<file path="src/rtl/dbf_scan_ctrl_pkg.sv">
// Shared widths and state encoding for the DBF scan-line sequencer.
package dbf_scan_ctrl_pkg;
   localparam int DBF_ADDR_WD = 10;
   localparam int DBF_CNT_WD  = 12;
   localparam int DBF_LINE_WD = 7;

   typedef enum logic [2:0] {
      S_IDLE,
      S_LOAD,
      S_TX,
      S_GUARD,
      S_RX,
      S_NEXT,
      S_DONE
   } state_t;
endpackage

</file>
<file path="src/rtl/dbf_phase_timer.sv">
// Loadable down-counter with terminal count, shared by the TX/GUARD/RX
// phases; also reports how many cycles have elapsed since the load.
module dbf_phase_timer #(
   parameter int CNT_WD = 12
) (
   input  logic              clk,
   input  logic              i_clr,
   input  logic              i_load,
   input  logic [CNT_WD-1:0] i_val,
   output logic              o_tc,
   output logic [CNT_WD-1:0] o_idx
);
   logic [CNT_WD-1:0] r_cnt;
   logic [CNT_WD-1:0] r_idx;

   always_ff @(posedge clk) begin
      if (i_clr) begin
         r_cnt <= '0;
         r_idx <= '0;
      end else if (i_load) begin
         r_cnt <= i_val;
         r_idx <= '0;
      end else if (r_cnt != '0) begin
         r_cnt <= r_cnt - 1'b1;
         r_idx <= r_idx + 1'b1;
      end
   end

   assign o_tc  = (r_cnt == '0);
   assign o_idx = r_idx;
endmodule

</file>
<file path="src/rtl/dbf_scan_ctrl.sv">
// Scan-line sequencer: loads one line of delay LUT, opens the TX window,
// waits a guard gap, then holds start for the receive window.
module dbf_scan_ctrl
   import dbf_scan_ctrl_pkg::*;
#(
   parameter int ADDR_WD      = DBF_ADDR_WD,
   parameter int LUT_DEPTH    = 1024,
   parameter int TX_CYCLES    = 64,
   parameter int GUARD_CYCLES = 16,
   parameter int RX_SAMPLES   = 2048,
   parameter int NUM_LINES    = 128,
   parameter int CNT_WD       = DBF_CNT_WD,
   parameter int LINE_WD      = DBF_LINE_WD
) (
   input  logic               clk,
   input  logic               rst_n,
   input  logic               frame_start,
   input  logic               abort,
   input  logic               lut_valid,
   output logic               lut_ready,
   output logic               tx_en,
   output logic               start,
   output logic [ADDR_WD-1:0] dbf_lut_addr,
   output logic               dbf_lut_we,
   output logic [LINE_WD-1:0] line_idx,
   output logic [CNT_WD-1:0]  rx_sample_cnt,
   output logic               busy,
   output logic               frame_done
);
   localparam logic [CNT_WD-1:0] TX_LD = CNT_WD'(TX_CYCLES - 1);
   localparam logic [CNT_WD-1:0] GD_LD =
      CNT_WD'((GUARD_CYCLES > 0) ? GUARD_CYCLES - 1 : 0);
   localparam logic [CNT_WD-1:0]  RX_LD     = CNT_WD'(RX_SAMPLES - 1);
   localparam logic [ADDR_WD-1:0] LAST_ADDR = ADDR_WD'(LUT_DEPTH - 1);
   localparam logic [LINE_WD-1:0] LAST_LINE = LINE_WD'(NUM_LINES - 1);

   state_t             r_state;
   state_t             w_next;
   logic [ADDR_WD-1:0] r_addr;
   logic [LINE_WD-1:0] r_line;
   logic               r_tx;
   logic               r_start;
   logic               r_busy;
   logic               r_done;
   logic               w_we;
   logic               w_last;
   logic               w_load;
   logic [CNT_WD-1:0]  w_val;
   logic               w_tc;
   logic [CNT_WD-1:0]  w_idx;

   dbf_phase_timer #(.CNT_WD(CNT_WD)) u_timer (
      .clk    (clk),
      .i_clr  (rst_n | abort),
      .i_load (w_load),
      .i_val  (w_val),
      .o_tc   (w_tc),
      .o_idx  (w_idx)
   );

   assign w_we   = lut_valid & (r_state == S_LOAD);
   assign w_last = (r_addr == LAST_ADDR);

   always_comb begin
      w_next = r_state;
      w_load = 1'b0;
      w_val  = '0;
      unique case (r_state)
         S_IDLE: if (frame_start) w_next = S_LOAD;
         S_LOAD: if (w_we && w_last) begin
            w_next = S_TX;
            w_load = 1'b1;
            w_val  = TX_LD;
         end
         S_TX: if (w_tc) begin
            w_load = 1'b1;
            if (GUARD_CYCLES == 0) begin
               w_next = S_RX;
               w_val  = RX_LD;
            end else begin
               w_next = S_GUARD;
               w_val  = GD_LD;
            end
         end
         S_GUARD: if (w_tc) begin
            w_next = S_RX;
            w_load = 1'b1;
            w_val  = RX_LD;
         end
         S_RX:   if (w_tc) w_next = S_NEXT;
         S_NEXT: w_next = (r_line == LAST_LINE) ? S_DONE : S_LOAD;
         S_DONE: w_next = S_IDLE;
         default: w_next = S_IDLE;
      endcase
      if (abort) w_next = S_IDLE;
   end

   always_ff @(posedge clk) begin
      if (rst_n) begin
         r_state <= S_IDLE;
         r_addr  <= '0;
         r_line  <= '0;
         r_tx    <= 1'b0;
         r_start <= 1'b0;
         r_busy  <= 1'b0;
         r_done  <= 1'b0;
      end else begin
         r_state <= w_next;
         r_tx    <= (w_next == S_TX);
         r_start <= (w_next == S_RX);
         r_busy  <= (w_next != S_IDLE);
         r_done  <= (w_next == S_DONE);
         if (abort) begin
            r_addr <= '0;
            r_line <= '0;
         end else begin
            if (w_we) r_addr <= w_last ? '0 : r_addr + 1'b1;
            if (r_state == S_NEXT && r_line != LAST_LINE)
               r_line <= r_line + 1'b1;
            if (r_state == S_DONE) r_line <= '0;
            if (r_state == S_IDLE && frame_start) begin
               r_addr <= '0;
               r_line <= '0;
            end
         end
      end
   end

   assign lut_ready     = (r_state == S_LOAD);
   assign dbf_lut_we    = w_we;
   assign dbf_lut_addr  = r_addr;
   assign line_idx      = r_line;
   assign rx_sample_cnt = (r_state == S_RX) ? w_idx : '0;
   assign tx_en         = r_tx;
   assign start         = r_start;
   assign busy          = r_busy;
   assign frame_done    = r_done;
endmodule

</file>
<file path="config.mk">
export PLATFORM = sky130hd
export DESIGN_NAME = dbf_scan_ctrl
export DESIGN_NICKNAME = d
export VERILOG_FILES = /design/src/rtl/dbf_scan_ctrl_pkg.sv /design/src/rtl/dbf_phase_timer.sv /design/src/rtl/dbf_scan_ctrl.sv
export SDC_FILE = /design/constraint.sdc
export NUM_CORES = 1
export LEC_CHECK = 0
export ABC_AREA = 1
export CAP_MARGIN = 20
export CORE_MARGIN = 4
export CORE_UTILIZATION = 50
export CTS_BUF_LIST = sky130_fd_sc_hd__clkbuf_8
export DETAILED_ROUTE_END_ITERATION = 7
export PLACE_DENSITY = 0.79
export SYNTH_ARGS = -nofsm -noshare
export SYNTH_HDL_FRONTEND = slang
export SYNTH_HIERARCHICAL = 1
export SYNTH_SLANG_ARGS = --single-unit
</file>
<file path="constraint.sdc">
create_clock -name clk -period 6.84 [get_ports clk]
set_input_delay 1.368 -clock clk [delete_from_list [all_inputs] [get_ports clk]]
set_output_delay 1.368 -clock clk [all_outputs]
set_load 0.01 [all_outputs]
</file>
==> After elaboration in Yosys (flattened, before gate mapping) <==
Cells that the tools add are included.
{ "classes": {"n_bitwise": 2, "n_reduce_logical": 12, "eq_ne": 12, "n_mux": 19, "addsub": 4} }
{ "ops": {"columns": ["operator", "count"], "rows": [
  ["2-to-1 mux 12 bit", 3],
  ["one-hot mux 11 bit (3 select lines)", 1],
  ["2-to-1 mux 3 bit", 7],
  ["one-hot mux 3 bit (6 select lines)", 1],
  ["equality test 3 bit, second input constant", 5],
  ["adder 12 x 1 -> 12 bit, second input constant", 1],
  ["logical NOT 12 bit", 1],
  ["nonzero test 12 bit", 1],
  ["subtractor 12 x 1 -> 12 bit, second input constant", 1],
  ["2-to-1 mux 11 bit", 1],
  ["adder 10 x 1 -> 10 bit, second input constant", 1],
  ["equality test 10 bit, second input constant", 1],
  ["2-to-1 mux 10 bit", 1],
  ["equality test 3 x 2 -> 1 bit, second input constant", 3],
  ["adder 7 x 1 -> 7 bit, second input constant", 1],
  ["equality test 7 bit, second input constant", 1],
  ["!= test 7 bit, second input constant", 1],
  ["2-to-1 mux 6 bit", 1],
  ["2-to-1 mux 4 bit", 1],
  ["OR reduction 2 bit", 2],
  ["OR reduction 4 bit", 1],
  ["equality test 3 x 1 -> 1 bit, second input constant", 1],
  ["logical AND 1 bit", 3],
  ["logical NOT 3 bit", 1],
  ["7 further kinds", 8]
]} }
{ "word_totals": {"ff_bits": 48, "elab_cells": 58, "out_inout_bits": 35, "input_bits": 5} }

==> Longest topological paths before layout <==
{ "depth": {"ltp_word": 7, "depth_mapped": 15, "depth_no_buf": 15} }

==> Cells and area by module <==
The synthesis kept the hierarchy.
{ "by_module_without_submodules": {"columns": ["module", "instances", "seq_area_each_um2", "cells_per_inst", "area_per_inst_um2"], "rows": [
  ["dbf_phase_timer", 1, 480.5, 217, 1433.9],
  ["dbf_scan_ctrl", 1, 480.5, 224, 1408.9]
]} }

==> Least setup slack after synthesis <==
Ideal clock, no wire load.
{ "synth_path": {"path_kind": "input to output", "from": "input lut_valid", "to": "output dbf_lut_we", "t_required_ps": 5472, "path_buffers": 0, "setup_slack_ps": 3851, "arrival_time_ps": 1621, "cell_stages": 2, "path_cell_list": "inv_1 > nor2_8"} }
{ "synth_via": {"elab_chain_len": 1} }
{ "synth_lines": {"columns": ["item", "line", "text"], "rows": [
  ["start, declared", "dbf_scan_ctrl.sv:19", "input logic lut_valid,"],
  ["AND 1 bit", "dbf_scan_ctrl.sv:61", "assign w_we = lut_valid & (r_state == S_LOAD);"],
  ["end, declared", "dbf_scan_ctrl.sv:24", "output logic dbf_lut_we,"]
]} }
Every way passes these cells.

==> Worst setup path after layout <==
Ends and elaborated chain as after synthesis.

==> qor.json <==
{
  "outcome": "completed",
  "path_clk_slew_ps": 90,
  "max_freq_mhz": 244,
  "placement.cell_area_um2": 3310,
  "cts_htree_levels": 2,
  "setup.reg_to_reg.worst_slack_ps": 4160,
  "final.setup_skew_ps": 6.57,
  "regToRegEndpoint": "u_timer/r_cnt[10]",
  "clk-insertion-delay-late_ps": 310,
  "synth-seq-cells": 48,
  "core-area_um2": 5510,
  "critical_path_arrival_ps": 2720,
  "grt_most_used_layer": "met2",
  "max-slew-margin-rel": 0.615,
  "number_of_endpoints_failing_setup_at_the_final_stage": 0,
  "place.port_buffers": 39,
  "netlist_area_um2": 2840,
  "cp_cell_sequence": "clkdlybuf4s50_1 -> inv_1 -> nor2_8 -> clkdlybuf4s50_1",
  "tritoncts_clock_tree": "yes",
  "routed-via-count": 2858,
  "power-per-cell-area_nw_per_um2": 333,
  "rsz0062_at_grt": "no",
  "min_period_over_period": 0.598,
  "io-pin-count": 40,
  "globalRouteTotalUtil": 0.185,
  "timing.critical_path.fanout_max": 10,
  "tns_ps": 0,
  "layout-area-overhead-vs-synth_pct": 19.7,
  "cts_sinks": 48,
  "std_cell_rows": 27,
  "finalHoldViolCount": 0,
  "ys_seq_area_frac": 0.338,
  "wire_per_inst_um": 11.5,
  "path_class": "in2out",
  "grt_antenna_before_repair": 0,
  "design.die.area_um2": 6960,
  "met3_usage": 0.0337,
  "period_minus_slack_ps": 4090,
  "synth_cells": 441,
  "firstDrtPassIters": 4,
  "ant_nets": 0,
  "worst-r2r-cell-count": 15,
  "timing.hold.worst.start": "u_timer/o_idx[4]",
  "initial_utilization": 0.516,
  "global_route.usage.met2": 0.334,
  "die_h_um": 83.4,
  "layout_common_cells": "nand2_1, nor2_1, inv_1",
  "total_leakage_power_nw": 1.37,
  "worst_path_largest_cell_delay_ps": 570,
  "mappedNetlistNets": 451,
  "grt_pass1_vias": 2645,
  "peakVddDrop_mv": 0.176,
  "worst_case_setup_margin_in_the_final_layout_ps": 2750,
  "synthDistinctLibCells": 35,
  "antenna_cells": 0,
  "timing.hold.worst_endpoint": "u_timer/o_idx[4]",
  "detail_route.wirelength_mm": 6.41,
  "detailedRoute.firstIterationViolations": 175,
  "timing.hold.ws_ps": 481,
  "viasPerCell": 5.13,
  "clock_path_buffers": 2,
  "ctsRootBufferMaster": "clkbuf_8",
  "final-max-slew-violation-count": 0,
  "finish.instance_area_um2": 3400,
  "preCtsSetupSlack_ps": 2750,
  "final_estimated_routing_congestion_in_global_placement": 0.878,
  "crit_path_frequent_cell": "clkdlybuf4s50_1",
  "yosysWarnings": 6,
  "maxcap_violations": 0,
  "cp_data_required_time_ps": 5470,
  "design.final.nets": 494,
  "final_core_util": 0.618,
  "post_synth.cell_area_avg_um2": 6.45,
  "worst_slew_pin_slew_ps": 572,
  "grt_pass1_wl_mm": 11.0,
  "hold_buffers": 0,
  "hold_path_depth": 2,
  "rr_startpoint": "u_timer/r_cnt[0]",
  "crit_slowest_cell": "clkdlybuf4s50_1",
  "grt_overflow_total": 0,
  "gr-usage-met1": 0.219,
  "cts_resized": 0,
  "critical_path.startpoint_type": "primary input",
  "cts_made_buffers": 5,
  "cts.repair_timing.setup_buffer_count": 0,
  "drc": 0,
  "min_delay_worst_type": "reg2reg",
  "dp.final_hpwl_mm": 4.80,
  "mostFrequentLayoutCell": "nand2_1",
  "grt_max_degree": 16,
  "chipWidth_um": 83.4,
  "drive_gt1_frac": 0.0680,
  "crit_path_end_kind": "primary output"
}
==> power breakdown <==
group,switching (mW),total (mW),internal (mW)
registers,0.0440,0.359,0.315
clock network,0.100,0.181,0.0809
logic,0.393,0.592,0.199
total,0.538,1.13,0.595
==> metrics by stage <==
| step | instances | power [mW] |
|---|---|---|
| detailed placement | 549 | 0.950 |
| finish | 557 | 1.13 |
| global route | 557 | 1.22 |
| global placement | 549 | 0.939 |
| CTS | 557 | 1.13 |
| floorplan | 441 | 0.861 |
==> state kept, by name, summed over array words and instances, names as in the netlist <==
name / count
tx_en: 1
busy: 1
frame_done: 1
line_idx: 7
u_timer/r_cnt: 12
start: 1
dbf_lut_addr: 10
u_timer/o_idx: 12
r_state: 3
==> kinds of logic (layout without fill, tap and decap cells) <==
logic type | Yosys count | count (layout) | share of synthesized area
adder cells (fa/ha/maj) | 5 | 5 | 0.0220
AO/OA/AOI/OAI | 58 | 58 | 0.113
XOR/XNOR | 8 | 8 | 0.0246
AND/OR/NAND/NOR | 251 | 251 | 0.406
other | 1 | 1 | 0.00132
buffers and inverters | 70 | 114 | 0.0951
flip-flops | 48 | 48 | 0.338
==> area by class of cell <==
| cell class | instances | area [um2] |
|---|---|---|
| Clock buffer | 6 | 82.6 |
| Clock inverter | 2 | 11.3 |
| Multi-Input combinational cell | 323 | 1610 |
| Inverter | 66 | 248 |
| Tap cell | 72 | 90.1 |
| Fill cell | 508 | 2100 |
| Sequential cell | 48 | 961 |
| Timing Repair Buffer | 40 | 398 |
==> worst max-delay path, delay by kind of cell <==
kind / cells / cell delay, ps
simple gates: 1 / 200
buf+inv: 3 / 1160
==> per-layer routing <==
metal  part of all wire  up-vias
li1                   -     1485
met5                  0        -
met1               0.47     1297
met3              0.037        6
met4              0.014        0
met2               0.48       70
==> Yosys cell counts <==
library cell    n  area, um2
nand2_1       108        405
nor2_1         70        263
inv_1          63        236
dfxtp_1        48        961
a21oi_1        32        160
nand3_1        27        135
nand4_1        13       81.3
nor3_1          9       45.0
o21ai_0         9       45.0
nor2_2          6       37.5
o21ai_1         6       30.0
ha_1            5       62.6
o21bai_1        5       37.5
xor2_1          5       43.8
nand2_2         4       25.0
clkbuf_1        3       11.3
xnor2_1         3       26.3
and3_1          2       12.5
inv_2           2       7.51
nand2_4         2       22.5
nand3_2         2       20.0
nor2_4          2       22.5
nor2_8          2       40.0
nor3_2          2       20.0
a211oi_1        1       7.51
a21oi_2         1       8.76
a31oi_1         1       6.26
and2_1          1       6.26
buf_6           1       11.3
clkinv_1        1       3.75
conb_1          1       3.75
nand3_4         1       17.5
o211ai_1        1       7.51
o21bai_2        1       11.3
o31ai_1         1       7.51
==> worst max path at each step <==
stage,slack [ps],from,endpoint,cells after the start
6_report,2750,lut_valid,dbf_lut_we,4
5_1_grt,2710,lut_valid,dbf_lut_we,4
4_1_cts,2750,lut_valid,dbf_lut_we,4
3_5_place_dp,2750,lut_valid,dbf_lut_we,4
3_3_place_gp,2760,lut_valid,dbf_lut_we,4
2_1_floorplan,3850,lut_valid,dbf_lut_we,2
No activity file was read; power rests on OpenSTA's default activity.
